--- config.mk ---
export PLATFORM = sky130hd
export DESIGN_NAME = eceg_seq_ctrl
export DESIGN_NICKNAME = d
export VERILOG_FILES = /design/src/rtl/eceg_seq_ctrl.sv
export SDC_FILE = /design/constraint.sdc
export NUM_CORES = 1
export LEC_CHECK = 0
export CELL_PAD_IN_SITES_DETAIL_PLACEMENT = 0
export CELL_PAD_IN_SITES_GLOBAL_PLACEMENT = 1
export CORE_ASPECT_RATIO = 1.5
export CORE_MARGIN = 5
export CORE_UTILIZATION = 35
export CTS_CLUSTER_SIZE = 8
export DETAILED_ROUTE_END_ITERATION = 12
export HOLD_SLACK_MARGIN = 0.15
export PLACE_DENSITY = 0.85
export RECOVER_POWER = 50
export SETUP_SLACK_MARGIN = 0.4
export SYNTH_ARGS = -nofsm -noshare
export SYNTH_HDL_FRONTEND = slang
export SYNTH_SLANG_ARGS = --single-unit
--- constraint.sdc ---
create_clock -name clk -period 3.4 [get_ports clk]
set_clock_uncertainty 0.1 [all_clocks]
set_input_delay 0.34 -clock clk [delete_from_list [all_inputs] [get_ports clk]]
set_output_delay 0.34 -clock clk [all_outputs]
set_load 0.03 [all_outputs]
--- src/rtl/eceg_seq_ctrl.sv ---
// rtl/eceg_seq_ctrl.sv - sequential ECEG keygen / Elgamal encrypt / decrypt-check controller
//
// Computes Y = s*P once per key load, then per message C1 = k*P, C2 = M + k*Y and,
// when ECEG_DECRYPT_CHECK_EN is defined, M' = C2 - s*C1 with out_match = (M' == M).
// Drives one shared point multiplier and one point adder over start/done handshakes.
//
// Optional feature macro: ECEG_DECRYPT_CHECK_EN (decrypt round trip, compare, fail counting)
//
// Ports:
//   clk, rst_n                     clock, asynchronous active-low reset
//   key_load, key_s                pulse to latch secret scalar and run keygen
//   px, py                         static base point P
//   msg_valid/msg_ready            message handshake (msg_x, msg_y, msg_k)
//   out_valid/out_ready            result handshake (c1x, c1y, c2x, c2y, out_match)
//   key_ready, yx, yy              public key valid / public key
//   pass_cnt, fail_cnt             saturating round-trip counters
//   mul_*                          point multiplier request/response
//   add_*                          point adder request/response (add_sub=1: A-B)
module eceg_seq_ctrl #(
    parameter int DATAWIDTH = 16,
    parameter int CNT_W     = 16
) (
    input  logic                 clk,
    input  logic                 rst_n,
    input  logic                 key_load,
    input  logic [DATAWIDTH-1:0] key_s,
    input  logic [DATAWIDTH-1:0] px,
    input  logic [DATAWIDTH-1:0] py,
    input  logic                 msg_valid,
    output logic                 msg_ready,
    input  logic [DATAWIDTH-1:0] msg_x,
    input  logic [DATAWIDTH-1:0] msg_y,
    input  logic [DATAWIDTH-1:0] msg_k,
    output logic                 out_valid,
    input  logic                 out_ready,
    output logic [DATAWIDTH-1:0] c1x,
    output logic [DATAWIDTH-1:0] c1y,
    output logic [DATAWIDTH-1:0] c2x,
    output logic [DATAWIDTH-1:0] c2y,
    output logic                 out_match,
    output logic                 key_ready,
    output logic [DATAWIDTH-1:0] yx,
    output logic [DATAWIDTH-1:0] yy,
    output logic [CNT_W-1:0]     pass_cnt,
    output logic [CNT_W-1:0]     fail_cnt,
    output logic                 mul_start,
    output logic [DATAWIDTH-1:0] mul_n,
    output logic [DATAWIDTH-1:0] mul_qx,
    output logic [DATAWIDTH-1:0] mul_qy,
    input  logic                 mul_done,
    input  logic [DATAWIDTH-1:0] mul_rx,
    input  logic [DATAWIDTH-1:0] mul_ry,
    output logic                 add_start,
    output logic                 add_sub,
    output logic [DATAWIDTH-1:0] add_ax,
    output logic [DATAWIDTH-1:0] add_ay,
    output logic [DATAWIDTH-1:0] add_bx,
    output logic [DATAWIDTH-1:0] add_by,
    input  logic                 add_done,
    input  logic [DATAWIDTH-1:0] add_rx,
    input  logic [DATAWIDTH-1:0] add_ry
);

    typedef enum logic [3:0] {
        IDLE, KEYGEN, WAIT_MSG, ENC_C1, ENC_KY, ENC_ADD, DEC_SC1, DEC_SUB, RESULT
    } state_t;

    state_t state, state_nx;

    // Set once the start pulse of the current operation state has been issued;
    // done is only honoured while this is set, so a done coincident with start
    // (or a stale done from an aborted engine) never advances the FSM.
    logic op_busy;

    logic [DATAWIDTH-1:0] s_q, mx_q, my_q, k_q, tx_q, ty_q, ux_q, uy_q;
    logic is_mul_op, is_add_op, mul_fire, add_fire, msg_acc, key_acc;

    assign is_mul_op = (state == KEYGEN) || (state == ENC_C1) ||
                       (state == ENC_KY) || (state == DEC_SC1);
    assign is_add_op = (state == ENC_ADD) || (state == DEC_SUB);
    assign mul_start = is_mul_op && !op_busy;
    assign add_start = is_add_op && !op_busy;
    assign mul_fire  = is_mul_op && op_busy && mul_done;
    assign add_fire  = is_add_op && op_busy && add_done;
    assign msg_ready = (state == WAIT_MSG);
    assign out_valid = (state == RESULT);
    assign msg_acc   = msg_ready && msg_valid;
    // A message accepted in the same cycle wins over a re-key request.
    assign key_acc   = key_load && ((state == IDLE) || ((state == WAIT_MSG) && !msg_valid));

    // Engine operands come straight from registers selected by state, so they
    // stay constant from start until done.
    always_comb begin
        mul_n   = '0;
        mul_qx  = '0;
        mul_qy  = '0;
        add_sub = 1'b0;
        add_ax  = '0;
        add_ay  = '0;
        add_bx  = '0;
        add_by  = '0;
        case (state)
            KEYGEN: begin
                mul_n  = s_q;
                mul_qx = px;
                mul_qy = py;
            end
            ENC_C1: begin
                mul_n  = k_q;
                mul_qx = px;
                mul_qy = py;
            end
            ENC_KY: begin
                mul_n  = k_q;
                mul_qx = yx;
                mul_qy = yy;
            end
            DEC_SC1: begin
                mul_n  = s_q;
                mul_qx = c1x;
                mul_qy = c1y;
            end
            ENC_ADD: begin
                add_ax = mx_q;
                add_ay = my_q;
                add_bx = tx_q;
                add_by = ty_q;
            end
            DEC_SUB: begin
                add_sub = 1'b1;
                add_ax  = c2x;
                add_ay  = c2y;
                add_bx  = ux_q;
                add_by  = uy_q;
            end
            default: ;
        endcase
    end

    always_comb begin
        state_nx = state;
        case (state)
            IDLE:     if (key_acc) state_nx = KEYGEN;
            KEYGEN:   if (mul_fire) state_nx = WAIT_MSG;
            WAIT_MSG: begin
                if (msg_acc)      state_nx = ENC_C1;
                else if (key_acc) state_nx = KEYGEN;
            end
            ENC_C1:   if (mul_fire) state_nx = ENC_KY;
            ENC_KY:   if (mul_fire) state_nx = ENC_ADD;
`ifdef ECEG_DECRYPT_CHECK_EN
            ENC_ADD:  if (add_fire) state_nx = DEC_SC1;
            DEC_SC1:  if (mul_fire) state_nx = DEC_SUB;
            DEC_SUB:  if (add_fire) state_nx = RESULT;
`else
            ENC_ADD:  if (add_fire) state_nx = RESULT;
`endif
            RESULT:   if (out_ready) state_nx = WAIT_MSG;
            default:  state_nx = IDLE;
        endcase
    end

    always_ff @(posedge clk or negedge rst_n) begin
        if (!rst_n) begin
            state <= IDLE;
        end else begin
            state <= state_nx;
        end
    end

    always_ff @(posedge clk or negedge rst_n) begin
        if (!rst_n) begin
            op_busy   <= 1'b0;
            s_q       <= '0;
            mx_q      <= '0;
            my_q      <= '0;
            k_q       <= '0;
            tx_q      <= '0;
            ty_q      <= '0;
            ux_q      <= '0;
            uy_q      <= '0;
            yx        <= '0;
            yy        <= '0;
            key_ready <= 1'b0;
            c1x       <= '0;
            c1y       <= '0;
            c2x       <= '0;
            c2y       <= '0;
            pass_cnt  <= '0;
        end else begin
            if (mul_start || add_start) begin
                op_busy <= 1'b1;
            end else if (mul_fire || add_fire) begin
                op_busy <= 1'b0;
            end

            if (key_acc) begin
                s_q       <= key_s;
                key_ready <= 1'b0;
            end

            if (msg_acc) begin
                mx_q <= msg_x;
                my_q <= msg_y;
                k_q  <= msg_k;
            end

            if (mul_fire) begin
                case (state)
                    KEYGEN: begin
                        yx        <= mul_rx;
                        yy        <= mul_ry;
                        key_ready <= 1'b1;
                    end
                    ENC_C1: begin
                        c1x <= mul_rx;
                        c1y <= mul_ry;
                    end
                    ENC_KY: begin
                        tx_q <= mul_rx;
                        ty_q <= mul_ry;
                    end
                    DEC_SC1: begin
                        ux_q <= mul_rx;
                        uy_q <= mul_ry;
                    end
                    default: ;
                endcase
            end

            if (add_fire && (state == ENC_ADD)) begin
                c2x <= add_rx;
                c2y <= add_ry;
            end

`ifdef ECEG_DECRYPT_CHECK_EN
            if (out_valid && out_ready && out_match && (pass_cnt != '1)) begin
                pass_cnt <= pass_cnt + CNT_W'(1);
            end
`else
            if (out_valid && out_ready && (pass_cnt != '1)) begin
                pass_cnt <= pass_cnt + CNT_W'(1);
            end
`endif
        end
    end

`ifdef ECEG_DECRYPT_CHECK_EN
    always_ff @(posedge clk or negedge rst_n) begin
        if (!rst_n) begin
            out_match <= 1'b0;
            fail_cnt  <= '0;
        end else begin
            if (add_fire && (state == DEC_SUB)) begin
                out_match <= (add_rx == mx_q) && (add_ry == my_q);
            end
            if (out_valid && out_ready && !out_match && (fail_cnt != '1)) begin
                fail_cnt <= fail_cnt + CNT_W'(1);
            end
        end
    end
`else
    assign out_match = 1'b1;
    assign fail_cnt  = '0;
`endif

endmodule

==> results.json <==
{
  "outcome": "finished with violations",
  "violations": "max-capacitance violations, max-slew violations",
  "drc": 0,
  "r2r_end": "yy[3]",
  "fin_crit_ns": 3.03,
  "area_growth_pct": 47.2,
  "worstSetupPathType": "flip-flop to output pin",
  "avgSynthCellArea_um2": 13.4,
  "ff2ff_path_depth": 4,
  "start_util_pct": 35.5,
  "p_leak_uw": 0.00759,
  "grt_antenna_before_repair": 2,
  "finalCritPeriodShare_pct": 89.3,
  "firstDrtPassIters": 5,
  "p_per_area_nw_per_um2": 913,
  "gp_congestion": 0.858,
  "drv_cap": 1,
  "endpoint_kind": "output pin",
  "nets": 1397,
  "drt_iter0_markers": 301,
  "cpMaxStageDelayCell": "dfrtp_1",
  "die-height_um": 228,
  "ir_worst_vdd_mv": 0.532,
  "cts_num_sinks": 246,
  "slew_headroom_pct": -49.2,
  "synthFlopType": "dfrtp_1",
  "ys_seq_area_share_pct": 55.7,
  "avgRoutedWirePerCell_um": 22.0,
  "max_freq_ghz": 0.330,
  "regToRegStartpoint": "state[0]",
  "reg2reg_setup_slack_ns": 0.40,
  "vias_per_cell": 5.15,
  "critical_path_buf_inv_count": 2,
  "grt_pass1_vias": 9113,
  "hold_violations": 0,
  "synth-edff-count": 0,
  "clkLatencyLatePin_ns": 0.50,
  "grt_overflow": 0,
  "syn-instance-count": 828,
  "die_w_um": 155,
  "fill_cells": 2784,
  "core-area_um2": 31100,
  "numCtsBuffers": 36,
  "setup_tns_ns": 0,
  "std_cell_rows": 79,
  "layout-drive-gt1-share_pct": 26.1,
  "vias": 8438,
  "crit_path_end": "add_ax[13]",
  "netlist_area_um2": 11100,
  "cts_tree": "done",
  "drt_wl_total_um": 36000,
  "final_core_util_pct": 52.3,
  "tightest_slew_ns": 2.24,
  "required_ns": 2.96,
  "ys_ff_latch": 246,
  "async_flop_share_pct": 100,
  "worstHoldPathType": "input port to flip-flop",
  "cts_root_buffer": "clkbuf_16",
  "crit_family": "buffers and inverters",
  "htreeDepth": 2,
  "die-area_um2": 35300,
  "io_pins": 414,
  "finalMaxSlewViolations": 85,
  "cpPeakStageDelay_ns": 0.73,
  "hpwl_um": 26100,
  "grt_pass1_wl_um": 53800,
  "numPortBuffers": 396,
  "track_usage_pct": 19.7,
  "path_max_fanout": 33,
  "setup_violations": 0,
  "ant_nets": 0,
  "critical_path_arrival_ns": 2.59,
  "ys_types": 57,
  "hold-worst-slack_ns": 0.351,
  "cp-start-kind": "flip-flop",
  "critPathLaunch": "state[0]",
  "rsz0062_at_grt": "false",
  "grt_start_max_net_pins": 87,
  "path_cells": "and4bb_4 -> bufbuf_16 -> a22o_1 -> dlygate4sd2_1",
  "synth_warnings": 0,
  "path_clk_slew_ns": 0.05,
  "clockBufferDepth": 3,
  "worst-path-stages": 4
}
layout by cell type (no fill, tap or decap), types with 7 or more instances in the layout:
cell type        synthesis  routed
dfrtp_1                246     243
mux2_2                 225     224
clkdlybuf4s50_1          0     195
dlygate4sd2_1            0      95
dlygate4sd3_1            0      88
a22o_1                  80      80
nand2_1                 74      73
clkbuf_16                0      37
a22oi_1                 32      32
buf_4                   26      28
conb_1                   2      17
xnor2_1                  8       8
nand3_1                  7       7
nand4_1                  7       7
layout make-up:
| class | instances | area, um2 | area share, % |
|---|---|---|---|
| Antenna cell | 4 | 10.0 | 0.0615 |
| Clock buffer | 38 | 940 | 5.77 |
| Inverter | 5 | 20.0 | 0.123 |
| Multi-Input combinational cell | 520 | 4560 | 28.0 |
| Sequential cell | 246 | 6160 | 37.8 |
| Tap cell | 405 | 507 | 3.11 |
| Timing Repair Buffer | 420 | 4080 | 25.1 |
power by group:
part	leakage (uW)	internal [uW]	switching, uW
clock	0.000463	1920	1190
sequential	0.00307	4220	972
combinational	0.00406	2900	3660
sequential cells by signal (all words and copies together), names as in the netlist:
register,cells
c1x,16
c1y,16
c2x,16
c2y,16
k_q,16
key_ready,1
mx_q,16
my_q,16
op_busy,1
pass_cnt,16
s_q,16
state,4
tx_q,16
ty_q,16
ux_q,16
uy_q,16
yx,16
yy,16
Yosys cell counts (all sizes together), types with 2 or more instances:
cell | n | share of area (%)
a22oi | 32 | 2.2
a21o | 4 | 0.27
nand4 | 7 | 0.40
nor2 | 6 | 0.20
inv | 4 | 0.14
nor4 | 4 | 0.48
clkbuf | 25 | 0.86
and4 | 2 | 0.16
nand2 | 75 | 2.6
o221ai | 2 | 0.16
nand3 | 8 | 0.41
and2 | 2 | 0.11
dfrtp | 246 | 56
nor3b | 3 | 0.35
conb | 2 | 0.068
nor4b | 2 | 0.22
nor3 | 6 | 0.27
a22o | 80 | 6.3
xnor2 | 8 | 0.63
xor2 | 6 | 0.48
a21oi | 3 | 0.14
and3 | 5 | 0.28
buf | 47 | 2.7
o21ai | 3 | 0.14
mux2 | 228 | 23
worst min path at each step:
stage,slack (ns),end,cells past startpoint,from
after floorplan,-0.06,c1x[0],0,rst_n
after global placement,0.29,c1y[6],1,rst_n
after detailed placement,0.30,yy[6],1,rst_n
after CTS,0.33,c2x[9],2,add_rx[9]
after global routing,0.33,c2y[1],2,add_ry[1]
final,0.35,c2x[1],2,add_rx[1]
kinds of logic (layout without fill, tap and decap cells):
logic type	Yosys count	count (layout)	share of synthesized area [%]
AOI/OAI and AO/OA	132	132	9.81
xor gates and xnor gates	14	14	1.11
adders and majority gates	1	1	0.113
buffers and inverters	77	463	3.78
DFF	246	246	55.7
muxes	229	229	23.3
other	2	21	0.0679
and+or+nand+nor	127	127	6.09
worst reg2reg max path, stage by stage (launching register included):
cell	delay (ns)
dfrtp_1	0.73
nand2b_2	0.19
nor4_1	1.02
buf_4	0.45
mux2_2	0.39
layer usage:
layer	vias up	GRT usage [%]	share of wire (%)
met5	-	0	0
li1	3787	-	-
met2	351	35.5	53
met3	82	5.23	7.3
met4	0	9.29	4.3
met1	4218	21.5	35
per-stage QoR:
step	instances	setup slack (ns)	instance area [um2]	power, uW
2_1_floorplan	843	1.11	11100	9200
3_3_place_gp	1594	0.550	15400	12100
3_5_place_dp	1594	0.523	15400	12200
4_1_cts	1634	0.402	16300	15200
5_1_grt	1636	0.267	16300	15600
6_report	1638	0.365	16300	14900
timing repair:
action / 4_1_cts / 5_1_grt
gates resized for setup: 106 / 6
hold buffers: 1 / 0
buffers inserted: 0 / 0
setup endpoints to repair: 114 / 16
cloned: 1 / 0
endpoints found under the hold margin: 83 / 0
Power figures use the tool's default switching activity.
